$ cat src/rtl/add_sub_seq.sv
// add_sub_seq: multi-cycle chunked adder/subtractor with valid/ready on both sides.
// Optional signed saturation of S on overflow when ADDSUB_SAT_EN is defined.
`default_nettype none

module add_sub_seq #(
   parameter int WIDTH = 64,
   parameter int CHUNK = 16
) (
   input  logic             clk,
   input  logic             rst,
   input  logic             in_valid,
   output logic             in_ready,
   input  logic [WIDTH-1:0] A,
   input  logic [WIDTH-1:0] B,
   input  logic             M,
   output logic             out_valid,
   input  logic             out_ready,
   output logic [WIDTH-1:0] S,
   output logic             Cout,
   output logic             V,
   output logic             Z,
   output logic             N
);

   localparam int STEPS = WIDTH / CHUNK;
   localparam int CW    = $clog2(STEPS) + 1;
   localparam logic [CW-1:0] LAST_STEP = CW'(STEPS - 1);

   localparam logic [1:0] IDLE = 2'd0;
   localparam logic [1:0] RUN  = 2'd1;
   localparam logic [1:0] DONE = 2'd2;

   generate
      if (CHUNK < 1 || CHUNK > WIDTH || (WIDTH % CHUNK) != 0) begin : g_bad_cfg
         $error("add_sub_seq: CHUNK must be in 1..WIDTH and divide WIDTH");
      end
   endgenerate

   logic [1:0]       state_q, state_d;
   logic [WIDTH-1:0] a_q, b_q;
   logic             carry_q;
   logic [CW-1:0]    cnt_q;
   logic             out_valid_q;
   logic [WIDTH-1:0] s_q;
   logic             cout_q, v_q, z_q, n_q;

   logic             accept_d, step_d, last_d;
   logic [CHUNK:0]   sum_d;
   logic [WIDTH-1:0] res_d;
   logic             v_d;
   logic [WIDTH-1:0] s_fin_d;

   // State register
   always_ff @(posedge clk) begin
      if (rst) state_q <= IDLE;
      else     state_q <= state_d;
   end

   // Next-state logic
   always_comb begin
      state_d = state_q;
      case (state_q)
         IDLE:    if (accept_d)  state_d = RUN;
         RUN:     if (last_d)    state_d = DONE;
         DONE:    if (out_ready) state_d = IDLE;
         default:                state_d = IDLE;
      endcase
   end

   // Output / control decode
   always_comb begin
      in_ready = (state_q == IDLE) && !rst;
      accept_d = in_valid && in_ready;
      step_d   = (state_q == RUN);
      last_d   = step_d && (cnt_q == LAST_STEP);
   end

   // The operand registers shift right each step, so the active chunk is always the low slice.
   assign sum_d = {1'b0, a_q[CHUNK-1:0]} + {1'b0, b_q[CHUNK-1:0]} + {{CHUNK{1'b0}}, carry_q};

   // Carry into the MSB is recovered from the top bit's sum, then XORed with carry out.
   assign v_d = a_q[CHUNK-1] ^ b_q[CHUNK-1] ^ sum_d[CHUNK-1] ^ sum_d[CHUNK];

   generate
      if (CHUNK == WIDTH) begin : g_one_step
         assign res_d = sum_d[CHUNK-1:0];
      end else begin : g_multi_step
         logic [WIDTH-CHUNK-1:0] part_q;

         assign res_d = {sum_d[CHUNK-1:0], part_q};

         always_ff @(posedge clk) begin
            if (rst)         part_q <= '0;
            else if (step_d) part_q <= res_d[WIDTH-1:CHUNK];
         end
      end
   endgenerate

`ifdef ADDSUB_SAT_EN
   logic a_sign_q;

   always_ff @(posedge clk) begin
      if (rst)           a_sign_q <= 1'b0;
      else if (accept_d) a_sign_q <= A[WIDTH-1];
   end

   assign s_fin_d = !v_d     ? res_d :
                    a_sign_q ? {1'b1, {(WIDTH-1){1'b0}}} :
                               {1'b0, {(WIDTH-1){1'b1}}};
`else
   assign s_fin_d = res_d;
`endif

   always_ff @(posedge clk) begin
      if (rst) begin
         a_q         <= '0;
         b_q         <= '0;
         carry_q     <= 1'b0;
         cnt_q       <= '0;
         out_valid_q <= 1'b0;
         s_q         <= '0;
         cout_q      <= 1'b0;
         v_q         <= 1'b0;
         z_q         <= 1'b0;
         n_q         <= 1'b0;
      end else begin
         if (accept_d) begin
            a_q     <= A;
            b_q     <= M ? ~B : B;
            carry_q <= M;
            cnt_q   <= '0;
         end else if (step_d) begin
            a_q     <= a_q >> CHUNK;
            b_q     <= b_q >> CHUNK;
            carry_q <= sum_d[CHUNK];
            cnt_q   <= cnt_q + CW'(1);
         end
         if (last_d) begin
            out_valid_q <= 1'b1;
            s_q         <= s_fin_d;
            cout_q      <= sum_d[CHUNK];
            v_q         <= v_d;
            z_q         <= (s_fin_d == '0);
            n_q         <= s_fin_d[WIDTH-1];
         end else if (out_valid_q && out_ready) begin
            out_valid_q <= 1'b0;
         end
      end
   end

   assign out_valid = out_valid_q;
   assign S         = s_q;
   assign Cout      = cout_q;
   assign V         = v_q;
   assign Z         = z_q;
   assign N         = n_q;

endmodule

`default_nettype wire

$ cat config.mk
export PLATFORM = sky130hd
export DESIGN_NAME = add_sub_seq
export DESIGN_NICKNAME = d
export VERILOG_FILES = /design/src/rtl/add_sub_seq.sv
export SDC_FILE = /design/constraint.sdc
export NUM_CORES = 1
export LEC_CHECK = 0
export ABC_AREA = 1
export CORE_MARGIN = 4
export CORE_UTILIZATION = 53
export DETAILED_ROUTE_END_ITERATION = 10
export GPL_TIMING_DRIVEN = 0
export HOLD_SLACK_MARGIN = 0.06
export PLACE_DENSITY = 0.81
export SYNTH_ARGS = -nofsm -noshare
export SYNTH_HDL_FRONTEND = slang
export SYNTH_SLANG_ARGS = --single-unit
$ cat constraint.sdc
create_clock -name clk -period 2.75 [get_ports clk]
set_input_delay 0.55 -clock clk [delete_from_list [all_inputs] [get_ports clk]]
set_output_delay 0.55 -clock clk [all_outputs]
set_load 0.01 [all_outputs]
==> results of run 1 <==
==> cells in the mapped netlist (2+ instances only) <==
| library cell | n |
|---|---|
| a31oi_1 | 74 |
| o21ai_0 | 53 |
| nor2_1 | 87 |
| nand4_1 | 3 |
| buf_1 | 9 |
| or2_2 | 25 |
| nand3b_1 | 2 |
| ha_1 | 17 |
| a211oi_1 | 2 |
| clkbuf_1 | 74 |
| inv_1 | 94 |
| dfxtp_1 | 250 |
| o211ai_1 | 36 |
| a21oi_1 | 122 |
| fa_1 | 2 |
| inv_2 | 2 |
| nor3_1 | 2 |
| nand2_1 | 539 |
| nand3_1 | 45 |
| xnor2_1 | 26 |
| xor2_1 | 22 |
| o21a_1 | 2 |
| buf_2 | 17 |
| o21bai_1 | 4 |
==> area by class of cell <==
class | count | area share [%]
clock inverters | 10 | 1.053
plain buffers | 101 | 2.834
flip-flops and latches | 250 | 35.10
clock buffers | 36 | 5.397
inverters | 97 | 2.554
repair buffers | 200 | 14.04
multi-input cells | 1073 | 36.65
well taps | 270 | 2.369
==> registers in the layout (all words and copies together) (netlist names) <==
register             count
Cout                     1
S                       64
V                        1
Z                        1
a_q                     64
b_q                     64
carry_q                  1
cnt_q                    3
g_multi_step.part_q     48
out_valid                1
state_q                  2
==> per-stage QoR <==
step	util (%)	cells	setup slack (ns)	power, mW
floorplan	-	1521	0.4223	4.739
global route	70.24	2037	0.002087	9.265
CTS	70.13	2037	0.08017	8.942
finish	70.24	2037	0.1621	8.955
detailed placement	65.57	1991	0.006935	5.265
global placement	65.57	1991	0.09772	5.238
==> worst register-to-register path: stages (launching register included) <==
cell and delay (ns):
dfxtp_1 0.34, fa_2 0.41, fa_1 0.40, nand2_1 0.08, inv_1 0.05, nand2_1 0.07
nand2_1 0.09, nand2_1 0.09, nand2_1 0.12, nand3_2 0.11, o2111ai_4 0.15, or2_2 0.31
a21oi_1 0.12, a21oi_1 0.06, nor2_1 0.10
==> repair_timing <==
item                       CTS  global route
setup endpoints to repair    1             2
resized for setup            1             4
gates cloned                 0             0
==> how the worst min path moves through the flow <==
stage                                        from       to  slack, ns  depth (start not counted)
after floorplan           g_multi_step.part_q[40]    S[40]       0.44                          2
after global placement                    b_q[56]  b_q[56]       0.45                          2
after detailed placement                  a_q[61]  a_q[61]       0.45                          2
after CTS                                 b_q[62]  b_q[62]       0.46                          2
after global routing                      b_q[60]  b_q[60]       0.48                          2
final                                     b_q[49]  b_q[49]       0.46                          2
==> routing by layer <==
metal | track usage [%] | vias up | routed length (um)
met4 | 12.16 | 6 | 1557
met3 | 4.010 | 96 | 2275
li1 | - | 5379 | -
met5 | 0 | - | 41
met2 | 45.05 | 437 | 15100
met1 | 33.53 | 4903 | 13660
==> logic make-up after synthesis <==
family | count (synthesis) | share of synthesized area, %
AO/OA/AOI/OAI | 298 | 15.58
XOR/XNOR | 48 | 3.832
adder cells (fa/ha/maj) | 19 | 2.304
buffers and inverters | 198 | 7.003
flip-flops | 250 | 45.62
AND/OR/NAND/NOR | 708 | 25.66
==> power breakdown <==
group | switching (mW) | total [mW] | internal (mW)
sequential | 0.164 | 3.98 | 3.82
combinational | 0.737 | 1.24 | 0.499
clock | 1.42 | 3.74 | 2.32
==> metrics.md, run 1 <==
| Metric | Value |
|---|---|
| Setup TNS | 0 ns |
| Worst skew pair latency | 0.53 ns |
| Final RePlAce weighted congestion | 0.9347 |
| CP endpoint | V |
| Ys async rst share | 0% |
| Reg area | 5005 sq um |
| Gr usage total | 26.58% |
| Main synth FF type | dfxtp_1 |
| DRC | 0 |
| Clock-pin slew on the worst setup and hold paths | 0.06 ns |
| Synth Cell Area | 10970 sq um |
| Largest delay contributor family on the critical path | simple AND/OR/NAND/NOR gates |
| CTS tree | done |
| Crit-path cells | fa_2 -> fa_1 -> nand2_1 -> inv_1 -> nand2_1 -> nand2_1 -> nand2_1 -> nand2_1 -> nand3_2 -> o2111ai_4 -> or2_2 -> a21oi_1 -> a21oi_1 -> nor2_1 |
| Cell repeated most along the worst path | nand2_1 |
| Drt total wl | 32.63 mm |
| Reg2Reg Launch Point | a_q[0] |
| DRT Pass-1 Iters | 5 |
| Max-Cap Viols | 0 |
| DR vias/cell | 5.312 |
| Top Ports | 203 |
| Arrival time at the worst endpoint | 3.05 ns |
| Worst VDD drop | 0.0004130 V |
| N_diodes | 0 |
| Yosys Warn Count | 0 |
| Post-synth top area share | 45.62% |
| Num Clock Sinks | 250 |
| Final worst path period need | 2.588 ns |
| Slew margin rel. | 46.76% |
| Mapped Cells | 1521 |
| Syn Area/Cell | 7.213 sq um |
| Setup-failing EPs final | 0 |
| CP Depth | 14 |
| Crit-path slowest cell | fa_2 |
| Worst reg2reg path depth | 14 |
| Synth unique cells | 36 |
| Hold WS | 0.4586 ns |
| Reg-to-reg slack, setup | 0.16 ns |
| Initial antenna violation count | 3 |
| Fin nets | 1901 |
| Sequential share of the synthesized area | 45.62% |
| Layout Skew | 0.01099 ns |
| Dpl hpwl | 25.06 mm |
| GRT overflow | 0 |
| Reg-to-reg endpoint | V |
| Port Buffers | 200 |
| Post-CTS repair timing setup buffer count | 0 |
| Die H | 151.9 um |
| H-tree depth | 1 |
| Critical path origin | a_q[0] |
| Layout Cell Area excl Fill | 14260 sq um |
| Vias | 10820 |
| Detailed Route Iter0 Violations | 836 |
| Number of global-route vias before repair | 10350 |
| Power Density | 628.1 nW/um^2 |
| Multi-input logic area | 5226 sq um |
| Dominant cells by area after synthesis | dfxtp_1, nand2_1, a21oi_1 |
| Horiz. Die Dim | 151.9 um |
| Tightest Pin Transition | 0.7986 ns |
| # fillers | 1734 |
| Die area | 23060 sq um |
| Global-route wire length before repair | 51.26 mm |
| Clk buf depth | 3 |
| Most frequent cells in the layout | nand2_1, dfxtp_1, clkdlybuf4s50_1 |
| Final Hold Fails | 0 |
| Row count | 52 |
| Status | finished, final reports clean |
| Root buffer cell | clkbuf_16 |
| Worst Setup End Kind | flop |
| Worst path max stage delay | 0.41 ns |
| Initial core utilization | 54.04% |
| Crit Path Class | reg -> reg |
| Seq cells post-synth | 250 |
| Pin count of the biggest net entering global routing | 14 |
| Max frequency | 0.3864 GHz |
| Synthesized Nets | 1673 |
| CTS buffer count | 26 |
| Hold/Removal Path Class | reg -> reg |
| Period utilisation layout | 94.11% |
| Placed cell area | 13310 sq um |
| Post-CTS Hold Buffers | 0 |
| Crit-path max FO | 4 |
| Antenna Nets Post-Route | 0 |
| Slew Viols, Final | 0 |
| Req. time, crit path | 3.21 ns |
| EDFF count, synth | 0 |
| Share of layout cells above drive strength 1 | 5.490% |
| Lkg Pwr | 5.662 nW |
| Synth-to-layout area growth | 29.97% |
| DR WL/cell | 16.02 um |
| Crit start category | flop |
| Unrepaired setup endpoints after global routing | false |
| Commonest non-fill, non-tap cell in the layout | nand2_1 |
| Post-synth top area cell | dfxtp_1 |
| CORE AREA | 20300 sq um |
| Buf/Inv on CP | 1 |
Power figures use the tool's default switching activity.
==> run 2, diff against run 1 <==
- PLACE_DENSITY: 0.81 -> 0.9
- clock period: 2.75 -> 2.5 ns (I/O delays scaled with it)
==> metrics.md, run 2 (synthesis gave the netlist of run 1 again) <==
| Metric | Value |
|---|---|
| Status | finished, final reports clean |
| Synth-to-layout area growth | 30.38% |
| Fin nets | 1903 (+0.11%) |
| Setup-failing EPs final | 0 (unchanged) |
| Die area | 23060 sq um (unchanged) |
| Multi-input logic area | 5261 sq um (+0.67%) |
| Power Density | 691.9 nW/um^2 (+10%) |
| Clock-pin slew on the worst setup and hold paths | 0.06 ns (about the same) |
| DP Worst Slack | -0.2405 ns (-0.2474 ns) |
| Most frequent cells in the layout | nand2_1, dfxtp_1, clkdlybuf4s50_1 |
| Worst VDD drop | 0.0005479 V (+33%) |
| Final RePlAce weighted congestion | 0.9482 (+1.4%) |
| Num Clock Sinks | 250 (unchanged) |
| DRT Pass-1 Iters | 6 (+1) |
| DR vias/cell | 5.454 (+2.7%) |
| Worst Setup End Kind | flop |
| N_diodes | 0 (unchanged) |
| Slew Viols, Final | 0 (unchanged) |
| Finished Layout Cells | 2037 (unchanged) |
| CTS tree | done |
| Crit Path Class | reg -> reg |
| Detailed Route Iter0 Violations | 846 (+1.2%) |
| H-tree depth | 1 (unchanged) |
| Gr usage total | 27.25% (+0.67 points) |
| Horiz. Die Dim | 151.9 um (unchanged) |
| Final Hold Fails | 0 (unchanged) |
| Initial core utilization | 54.04% (unchanged) |
| Unrepaired setup endpoints after global routing | true |
| Total chip power | 9.897 mW (+11%) |
| Crit start category | flop |
| Pin count of the biggest net entering global routing | 16 (+2) |
| Number of global-route vias before repair | 10520 (+1.7%) |
| Port Buffers | 200 (unchanged) |
| Row count | 52 (unchanged) |
| Period utilisation layout | 98.58% (+4.5 points) |
| Placed cell area | 13310 sq um (unchanged) |
| CTS buffer count | 25 (-3.8%) |
| Layout Cell Area excl Fill | 14300 sq um (+0.32%) |
| Hold/Removal Path Class | reg -> reg |
| Clk buf depth | 3 (unchanged) |
| Drt total wl | 33.33 mm (+2.2%) |
| Layout Skew | 0.009246 ns (-0.001745 ns) |
| Die H | 151.9 um (unchanged) |
| Crit-path max FO | 3 (-1) |
| Worst skew pair latency | 0.53 ns (about the same) |
| Final setup margin | 0.03560 ns (-0.1265 ns) |
| Dpl cells | 1991 (unchanged) |
| CORE AREA | 20300 sq um (unchanged) |
| Vias | 11110 (+2.7%) |
| Reg area | 5007 sq um (about the same) |
| Final Core Density | 70.46% (+0.22 points) |
| Req. time, crit path | 2.95 ns (-0.26 ns) |
| Hold WS | 0.4613 ns (+0.002701 ns) |
| Slew margin rel. | 40.06% (-6.7 points) |
| Max-Cap Viols | 0 (unchanged) |
| Antenna Nets Post-Route | 0 (unchanged) |
| Tightest Pin Transition | 0.8991 ns (+0.1005 ns) |
| Max frequency | 0.4058 GHz (+5.0%) |
| Final worst path period need | 2.464 ns (-0.1235 ns) |
| Top Ports | 203 (unchanged) |
| Dpl hpwl | 25.43 mm (+1.5%) |
| Initial antenna violation count | 1 (-2) |
| DR WL/cell | 16.36 um (+2.2%) |
| Setup TNS | 0 ns (unchanged) |
| Share of layout cells above drive strength 1 | 6.169% (+0.68 points) |
| Commonest non-fill, non-tap cell in the layout | nand2_1 |
| GRT overflow | 0 (unchanged) |
| # fillers | 1592 (-8.2%) |
| Lkg Pwr | 5.659 nW (about the same) |
| DRC | 0 (unchanged) |
| Global-route wire length before repair | 52.28 mm (+2.0%) |
| Post-CTS Hold Buffers | 0 (unchanged) |
| Arrival time at the worst endpoint | 2.92 ns (-0.13 ns) |
| Root buffer cell | clkbuf_16 |
-- run 2: layout make-up --
| class | instances | area share, % |
|---|---|---|
| plain buffers | 101 | 2.825 |
| clock buffers | 30 | 4.575 |
| clock inverters | 13 | 1.749 |
| inverters | 97 | 2.545 |
| multi-input cells | 1073 | 36.78 |
| flip-flops and latches | 250 | 35.01 |
| well taps | 270 | 2.362 |
| repair buffers | 203 | 14.15 |
-- run 2: per-layer routing --
layer	routed length (um)	global-route usage [%]
met5	18	0
met2	15730	47.40
met4	1529	12.03
met3	3032	4.863
met1	13030	33.07
-- run 2: where the power goes --
group / internal, mW / switching (mW)
logic: 0.552 / 0.821
registers: 4.20 / 0.177
clock network: 2.59 / 1.56
total: 7.34 / 2.56
-- run 2: worst max-delay path, stage by stage, from the launching register on --
cell,delay [ns]
dfxtp_2,0.34
fa_2,0.40
fa_2,0.35
nand2_1,0.07
inv_1,0.06
nand2_2,0.07
nand2_2,0.07
nand2_1,0.07
nand2_1,0.09
nor2_1,0.11
nand3_1,0.10
nor2_1,0.12
nand4_1,0.09
nor2_1,0.16
nand4_1,0.14
a21oi_2,0.16
-- run 2: timing repair --
action                                  in CTS  in global routing
endpoints found under the setup margin       2                  6
pin swaps                                    2                  3
setup buffers                                3                  0
gates resized for setup                      6                 13
-- run 2: final timing paths --
kind / cells past startpoint / to / startpoint / slack (ns)
worst max-delay path: 15 / Z / carry_q / 0.04
worst min-delay path: 2 / b_q[52] / b_q[52] / 0.46
worst max register to register: 15 / Z / carry_q / 0.04
worst min register to register: 2 / b_q[52] / b_q[52] / 0.46
